[config.mk]
export PLATFORM = sky130hd
export DESIGN_NAME = mpls_playlist_sched
export DESIGN_NICKNAME = d
export VERILOG_FILES = /design/src/rtl/mpls_pkg.sv /design/src/rtl/mpls_tick_div.sv /design/src/rtl/mpls_playlist_sched.sv
export SDC_FILE = /design/constraint.sdc
export NUM_CORES = 1
export LEC_CHECK = 0
export ABC_CLOCK_PERIOD_IN_PS = 8300
export BUFFER_PORTS_ARGS = -buffer_cell sky130_fd_sc_hd__buf_2
export CAP_MARGIN = 10
export CELL_PAD_IN_SITES_DETAIL_PLACEMENT = 0
export CELL_PAD_IN_SITES_GLOBAL_PLACEMENT = 1
export CORE_MARGIN = 3
export CORE_UTILIZATION = 40
export CTS_CLUSTER_SIZE = 40
export DETAILED_ROUTE_END_ITERATION = 8
export PLACE_DENSITY_LB_ADDON = 0.1
export SLEW_MARGIN = 20
export SYNTH_ARGS = -nofsm -noshare
export SYNTH_HDL_FRONTEND = slang
export SYNTH_HIERARCHICAL = 1
export SYNTH_SLANG_ARGS = --single-unit
[constraint.sdc]
create_clock -name clk_pll -period 8.3 [get_ports clk_pll]
set_clock_uncertainty 0.2 [all_clocks]
set_input_delay 1.66 -clock clk_pll [delete_from_list [all_inputs] [get_ports clk_pll]]
set_output_delay 1.66 -clock clk_pll [all_outputs]
set_load 0.02 [all_outputs]
[src/rtl/mpls_pkg.sv]
// mpls_pkg: shared state encoding, pattern constants and playlist entry type for the scheduler
package mpls_pkg;
    typedef enum logic [1:0] {IDLE, PLAY, MANUAL} state_t;
    localparam int PAT_W = 5;
    localparam logic [PAT_W-1:0] PAT_OFF = 5'd0;
    localparam logic [PAT_W-1:0] PAT_DEMO = 5'd31;
    localparam int ENT_DWELL_W = 8;
    typedef struct packed {
        logic [PAT_W-1:0]       pattern;
        logic [ENT_DWELL_W-1:0] dwell;
    } entry_t;
endpackage

[src/rtl/mpls_tick_div.sv]
// mpls_tick_div: dwell-tick prescaler, one tick every reload+1 enabled cycles
module mpls_tick_div #(
    parameter int DIV_W = 8
) (
    input  logic             clk_pll,
    input  logic             rst,
    input  logic             clr,
    input  logic             en,
    input  logic [DIV_W-1:0] reload,
    output logic             tick
);
    logic [DIV_W-1:0] cnt;
    // tick is flagged while the counter sits on its terminal count
    always_comb tick = en && cnt == reload;
    // count 0..reload while enabled, restart on clear, hold otherwise
    always_ff @(posedge clk_pll or posedge rst)
        if (rst) cnt <= '0;
        else if (clr) cnt <= '0;
        else if (en) cnt <= tick ? '0 : cnt + 1'b1;
endmodule

[src/rtl/mpls_playlist_sched.sv]
// mpls_playlist_sched: plays a (pattern, dwell) playlist into the pattern generator select with manual override
module mpls_playlist_sched
    import mpls_pkg::*;
#(
    parameter int ENTRIES = 8,
    parameter int IDX_W = 3,
    parameter int DIV_W = 8,
    parameter int DWELL_W = 8
) (
    input  logic               clk_pll,
    input  logic               rst,
    input  logic [DIV_W-1:0]   tick_div,
    input  logic               wr_en,
    input  logic [IDX_W-1:0]   wr_addr,
    input  logic [PAT_W-1:0]   wr_pattern,
    input  logic [DWELL_W-1:0] wr_dwell,
    input  logic [IDX_W:0]     list_len,
    input  logic               start,
    input  logic               stop,
    input  logic               manual_req,
    input  logic [PAT_W-1:0]   manual_sel,
    output logic [PAT_W-1:0]   pattern_sel,
    output logic [IDX_W-1:0]   entry_idx,
    output logic               playing,
    output logic               manual_gnt,
    output logic               sel_change
);
    localparam logic [IDX_W:0] MAX_LEN = (IDX_W+1)'(ENTRIES);

    entry_t             slots [ENTRIES];
    state_t             state, nxt_state;
    logic [DWELL_W-1:0] dwell_cnt, nxt_dwell;
    logic [PAT_W-1:0]   nxt_pat;
    logic [IDX_W:0]     eff_len, inc;
    logic [IDX_W-1:0]   adv_idx, load_idx;
    logic               has_list, load, tick;

    mpls_tick_div #(.DIV_W(DIV_W)) u_tick (
        .clk_pll (clk_pll),
        .rst     (rst),
        .clr     (load),
        .en      (state == PLAY),
        .reload  (tick_div),
        .tick    (tick)
    );

    // clamp the list length and work out the slot that follows the current one
    always_comb begin
        eff_len  = list_len > MAX_LEN ? MAX_LEN : list_len;
        has_list = eff_len != '0;
        inc      = {1'b0, entry_idx} + 1'b1;
        adv_idx  = inc >= eff_len ? '0 : inc[IDX_W-1:0];
    end

    // next-state decision, priority stop > start > manual_req > tick; a load reads the pre-write table
    always_comb begin
        nxt_state = state;
        nxt_pat   = pattern_sel;
        nxt_dwell = dwell_cnt;
        load      = 1'b0;
        load_idx  = entry_idx;
        if (stop) begin
            nxt_state = IDLE;
            nxt_pat   = PAT_OFF;
        end else if (start && has_list && !(state == MANUAL && manual_req)) begin
            load     = 1'b1;
            load_idx = '0;
        end else if (state == MANUAL) begin
            if (manual_req) nxt_pat = manual_sel;
            else load = 1'b1;
        end else if (state == PLAY) begin
            if (manual_req) begin
                nxt_state = MANUAL;
                nxt_pat   = manual_sel;
            end else if (tick && !has_list) begin
                nxt_state = IDLE;
                nxt_pat   = PAT_OFF;
            end else if (tick && dwell_cnt != '0) begin
                nxt_dwell = dwell_cnt - 1'b1;
            end else if (tick) begin
                load     = 1'b1;
                load_idx = adv_idx;
            end
        end
        if (load) begin
            nxt_state = PLAY;
            nxt_pat   = slots[load_idx].pattern;
            nxt_dwell = DWELL_W'(slots[load_idx].dwell);
        end
    end

    // playlist table, writable in any state
    always_ff @(posedge clk_pll or posedge rst)
        if (rst) for (int i = 0; i < ENTRIES; i++) slots[i] <= '0;
        else if (wr_en) slots[wr_addr] <= '{pattern: wr_pattern, dwell: ENT_DWELL_W'(wr_dwell)};

    // scheduler state and registered outputs
    always_ff @(posedge clk_pll or posedge rst)
        if (rst) begin
            state       <= IDLE;
            pattern_sel <= PAT_OFF;
            entry_idx   <= '0;
            dwell_cnt   <= '0;
            playing     <= 1'b0;
            manual_gnt  <= 1'b0;
            sel_change  <= 1'b0;
        end else begin
            state       <= nxt_state;
            pattern_sel <= nxt_pat;
            entry_idx   <= load ? load_idx : entry_idx;
            dwell_cnt   <= nxt_dwell;
            playing     <= nxt_state != IDLE;
            manual_gnt  <= nxt_state == MANUAL;
            sel_change  <= nxt_pat != pattern_sel;
        end
endmodule

# Word-level counts from Yosys, hierarchy flattened
# Cells that the tools add are included.
[totals]
reg_bits = 133
out_inout_bits = 11
word_cells = 110
[op_classes]
n_addsub = 3
n_lt_le_gt_ge = 5
n_eq_ne = 10
mux = 51
n_bitwise = 2
reduce_logical = 15
[ops]
columns = ["op", "n"]
rows = [
  ["104-bit bitwise mux", 1],
  ["8-bit two-way mux", 11],
  ["5-bit two-way mux", 8],
  ["13-bit binary-select mux with 3-bit select", 1],
  ["13-bit demux with 3-bit select", 1],
  ["13-bit two-way mux", 3],
  ["3-bit two-way mux", 9],
  ["2-bit two-way mux", 7],
  ["1-bit two-way mux", 9],
  ["8-bit by 1-bit adder with 8-bit output, second input constant", 1],
  ["8-bit equality test", 1],
  ["4-bit >= comparator, second input constant", 2],
  ["3-bit NOT with 4-bit output", 2],
  ["8-bit nonzero test", 1],
  ["8-bit by 1-bit subtractor with 8-bit output, second input constant", 1],
  ["1-bit logical AND", 7],
  ["7-bit AND reduction", 1],
  ["2-bit inequality test, second input constant", 3],
  ["2-bit nonzero test", 3],
  ["5-bit inequality test", 1],
  ["3-bit by 1-bit adder with 4-bit output, second input constant", 1],
  ["2-bit equality test, second input constant", 2],
  ["4-bit >= comparator", 1],
  ["4-bit greater-than comparator, second input constant", 1],
  ["6 further kinds", 8],
]

# Logic depth before layout (Yosys ltp)
[depth]
ltp_word = 18
depth_mapped = 17
mapped_depth_nobuf = 13

# By module
# The synthesis kept the hierarchy.
[modules_own_cells]
columns = ["mod", "instances", "cells_per_inst", "area_per_inst_um2", "seq_area_each_um2"]
rows = [
  ["mpls_playlist_sched", 1, 630, 6725.2, 3128.0],
  ["mpls_tick_div", 1, 51, 508.0, 200.2],
]

# Worst setup path after synthesis
# OpenSTA, ideal clock, no wires.
[synth_path]
path_type = "in2reg"
start = "input tick_div[0]"
end = "register sel_change"
arrival_time_ns = 4.352
t_required_ns = 7.970
setup_slack_ns = 3.619
cell_stages = 12
n_path_buf = 0
cell_sequence = "xnor2_1 nand4_2 nor3_4 and4bb_2 nand4_2 a21oi_2 o21ai_1 a2111oi_4 o311ai_1 a221oi_2 o2111ai_1 nand3b_1"
[synth_between]
elab_chain_cells = 16
word_cells_on_any_way = 32
[synth_lines]
columns = ["item", "line_no", "rtl"]
rows = [
  ["start: declaration", "mpls_playlist_sched.sv:12", "input logic [DIV_W-1:0] tick_div,"],
  ["8-bit equality test *", "mpls_tick_div.sv:14", "always_comb tick = en && cnt == reload;"],
  ["1-bit logical AND *", "mpls_tick_div.sv:14", ""],
  ["via tick", "mpls_playlist_sched.sv:36", "logic has_list, load, tick;"],
  ["3-bit two-way mux or 1-bit logical AND (tied branches)", "mpls_playlist_sched.sv:80, mpls_playlist_sched.sv:78", ""],
  ["3-bit two-way mux", "mpls_playlist_sched.sv:78", "end else if (tick && dwell_cnt != '0) begin"],
  ["3-bit two-way mux", "mpls_playlist_sched.sv:75", "end else if (tick && !has_list) begin"],
  ["3-bit two-way mux", "mpls_playlist_sched.sv:72", "if (manual_req) begin"],
  ["3-bit two-way mux", "mpls_playlist_sched.sv:71", "end else if (state == PLAY) begin"],
  ["3-bit two-way mux", "mpls_playlist_sched.sv:68", "end else if (state == MANUAL) begin"],
  ["3-bit two-way mux", "mpls_playlist_sched.sv:65", "end else if (start && has_list && !(state == MANUAL && manual_req)) begin"],
  ["3-bit two-way mux", "mpls_playlist_sched.sv:62", "if (stop) begin"],
  ["3-bit NOT with 4-bit output (implied by the code)", "mpls_playlist_sched.sv:87", "nxt_pat = slots[load_idx].pattern;"],
  ["13-bit binary-select mux with 3-bit select", "mpls_playlist_sched.sv:87", ""],
  ["13-bit two-way mux (2 in a row)", "-", ""],
  ["5-bit two-way mux *", "mpls_playlist_sched.sv:85", "if (load) begin"],
  ["5-bit inequality test *", "mpls_playlist_sched.sv:114", "sel_change <= nxt_pat != pattern_sel;"],
  ["end signal: assignment", "mpls_playlist_sched.sv:114", ""],
  ["end: declaration", "mpls_playlist_sched.sv:26", "output logic sel_change"],
]
# The timed path passes the listed nets; every way through them passes the cells marked *. The select of a mux whose other input is x is not followed.
# A chain may end at the register's enable or synchronous reset.

# Final worst setup path
[layout_path]
start = "input tick_div[2]"
end = "register sel_change"
# The elaborated chain is that of the path after synthesis.

==> impl_summary.log <==
INFO  metric post-route-min-period = 5.65 ns
INFO  metric tritoncts = done
INFO  metric clk_path_buf_depth = 2
INFO  metric area_growth = 16.4%
INFO  metric synth-main-ff-cell = dfrtp_1
INFO  metric syn_inst = 681
INFO  metric critical_path.reg2reg.endpoint = sel_change$_DFF_PP0_
INFO  metric cts_setup_buffers = 0
INFO  metric synth-async-reset-ratio = 100%
INFO  metric p_total = 0.00211 W
INFO  metric yosys.area.top_type = dfrtp_1
INFO  metric floorplan.die_area = 19700 µm²
INFO  metric crit_path_end = sel_change$_DFF_PP0_
INFO  metric max-vdd-ir-drop = 0.157 mV
INFO  metric synth-seq-area-share = 46.0%
INFO  metric worstPathRequired = 8.39 ns
INFO  metric placement_rows = 48
INFO  metric worstHoldPathType = reg -> reg
INFO  metric vias = 5493
INFO  metric first_global_vias = 5493
INFO  metric clock_insertion_delay_worst_skew = 0.42 ns
INFO  metric layout.cells.most_common = dfrtp_1
INFO  metric power_per_cell_area = 251 nW/µm²
INFO  metric ys_types = 75
INFO  metric drt_wl_total = 18900 µm
INFO  metric remaining_drc_errors = 0
INFO  metric dp_hpwl = 12900 µm
INFO  metric wire_length_of_the_first_global_routing_pass = 30400 µm
INFO  metric antennaDiodeCount = 0
INFO  metric cts_resized = 0
INFO  metric power_leakage = 3.73 nW
INFO  metric overall_fraction_of_global_route_tracks_in_use = 19.7%
INFO  metric count_of_flip_flops_with_a_built_in_enable_after_synthesis = 0
INFO  metric cts_hold_buf = 0
INFO  metric period_share = 68.1%
INFO  metric max-cap-violations = 0
INFO  metric cpPeakStageDelay = 0.58 ns
INFO  metric number_of_antenna_violations_at_the_first_check_in_global_routing = 0
INFO  metric critical-path-slowest-cell = inv_2
INFO  metric grt-ovfl-total = 0
INFO  metric grt_max_degree = 71
INFO  metric drtIter0Drc = 418
INFO  metric core_region_area = 17500 µm²
INFO  metric postRouteAntennaNets = 0
INFO  metric setup_violations = 0
INFO  metric actual_transition_at_the_worst_max_transition_pin = 1.13 ns
INFO  metric final_setup_slack_of_the_worst_path = 2.65 ns
INFO  metric first_pass_iters = 5
INFO  metric cp-end-kind = register
INFO  metric die-height = 140 µm
INFO  metric synth_seq_cells = 133
INFO  metric yosys_warnings = 6
INFO  metric timing_hold_violations_final = 0
INFO  metric portBuffers = 49
INFO  metric run_status = finished, final reports clean
INFO  metric syn_nets = 728
INFO  metric netlist_area_before_placement = 7230 µm²
INFO  metric setup.reg_to_reg.worst_slack = 3.46 ns
INFO  metric setup.worst_path.start = tick_div[2]
INFO  metric crit_path_max_fanout = 42
INFO  metric h_tree_levels = 4
INFO  metric crit_chain = buf_2, xnor2_1, nand4_2, nor3_4, and4bb_2, nand4_2, a21oi_2, o21ai_4, buf_4, inv_2, a21oi_1, a22oi_1, o22a_1, mux2i_1, nand3b_1
INFO  metric placer_congestion_estimate = 0.866
INFO  metric initial_utilization = 41.4%
INFO  metric drt-vias-per-instance = 5.71
INFO  metric cts_buf_count = 17
INFO  metric num-nets-final = 771
INFO  metric drive_above_1_share = 29.6%
INFO  metric grt_setup_unrepaired = false
INFO  metric clkTransAtPathRegs = 0.06 ns
INFO  metric synth.area.top_cells = dfrtp_1 46%, mux2_2 16%, nand2_1 4.2%
INFO  metric route.detailed.wl_per_inst = 19.6 µm
INFO  metric final_max_slew_viol_count = 0
INFO  metric fp.dieW = 140 µm
INFO  metric worst_setup_start_kind = input port
INFO  metric timing.critical_path.arrival = 5.74 ns
INFO  metric ff_to_ff_path_depth = 14
INFO  metric path_common_cell = nand4_2
INFO  metric synth_area_per_cell = 10.6 µm²
INFO  metric layout_common_cells = 133 x dfrtp_1, 103 x mux2_2, 80 x nand2_1
INFO  metric preCtsSetupSlack = 2.28 ns
INFO  metric worstSetupPathType = in -> reg
INFO  metric regToRegStartpoint = entry_idx[0]$_DFFE_PP0P_
INFO  metric clock_tree.root_cell = clkbuf_16
INFO  metric ioPinCount = 50
INFO  metric setup_total_negative_slack = 0 ns
INFO  metric cts_num_sinks = 133
INFO  metric synth_top_cell_area_share = 46.0%
INFO  metric max_freq = 177 MHz
INFO  metric slew_headroom = 24.4%
INFO  metric utilization = 48.2%
[critical path, delay by kind of cell]
| kind | cells | cell delay [ns] |
|---|---|---|
| AOI/OAI and AO/OA | 5 | 1.36 |
| xor gates and xnor gates | 1 | 0.17 |
| buffers and inverters | 3 | 1.00 |
| muxes | 1 | 0.19 |
| and+or+nand+nor | 5 | 1.33 |
[state kept, by name, summed over array words and instances (netlist names)]
register	flops
dwell_cnt	8
entry_idx	3
manual_gnt	1
pattern_sel	5
playing	1
sel_change	1
slots	104
state	2
u_tick/cnt	8
[cell usage after synthesis, drive strengths merged (9+ instances only)]
master    n
xnor2     9
mux2i    24
a21oi    21
o21ai    25
nor3     19
nand3    42
mux2    103
dfrtp   133
inv      23
buf      12
and3     13
nand2    80
clkbuf   20
nor2     24
[area by class of cell]
cell class                      instances  area (µm²)
Timing Repair Buffer                   56         305
Sequential cell                       133        3330
Fill cell                            1630        9060
Multi-Input combinational cell        492        3710
Clock inverter                         15         277
Tap cell                              225         282
Clock buffer                           17         425
Inverter                               24        95.1
[how the worst min path moves through the flow]
stage	start	cells past startpoint	to
3_5_place_dp	slots[10]$_DFFE_PP0P_	1	slots[10]$_DFFE_PP0P_
3_3_place_gp	slots[23]$_DFFE_PP0P_	1	slots[23]$_DFFE_PP0P_
2_1_floorplan	slots[10]$_DFFE_PP0P_	1	slots[10]$_DFFE_PP0P_
6_report	slots[60]$_DFFE_PP0P_	1	slots[60]$_DFFE_PP0P_
4_1_cts	slots[10]$_DFFE_PP0P_	1	slots[10]$_DFFE_PP0P_
5_1_grt	slots[60]$_DFFE_PP0P_	1	slots[60]$_DFFE_PP0P_
[cell families after synthesis]
family / share of synthesized area (%)
AOI/OAI and AO/OA: 11.8
xor gates and xnor gates: 1.94
muxes: 19.4
adders and majority gates: 1.38
and+or+nand+nor: 16.1
DFF: 46.0
buffers and inverters: 3.39
[per-stage QoR]
| stage | std cells | hold slack, ns | instance area, µm² |
|---|---|---|---|
| 2_1_floorplan | 681 | 0.271 | 7230 |
| 5_1_grt | 962 | 0.312 | 8420 |
| 3_5_place_dp | 930 | 0.286 | 7720 |
| 4_1_cts | 962 | 0.301 | 8420 |
| 6_report | 962 | 0.300 | 8420 |
| 3_3_place_gp | 929 | 0.280 | 7700 |
[where the power goes]
part / total, W / internal [W] / leakage [nW] / switching, W
Combinational: 0.000348 / 0.000180 / 1.78 / 0.000168
Clock: 0.000884 / 0.000596 / 0.330 / 0.000289
Sequential: 0.000879 / 0.000784 / 1.62 / 0.0000946
[per-layer routing]
metal / part of all wire, % / vias to the layer above / GRT usage (%) / wire (µm)
met5: 0 / - / 0 / 0
met3: 4.6 / 11 / 4.10 / 869
met1: 48 / 2782 / 28.0 / 9000
li1: - / 2575 / - / -
met4: 0.72 / 0 / 4.28 / 137
met2: 47 / 125 / 31.1 / 8890
Note: power is estimated with default switching activity, not from simulation.
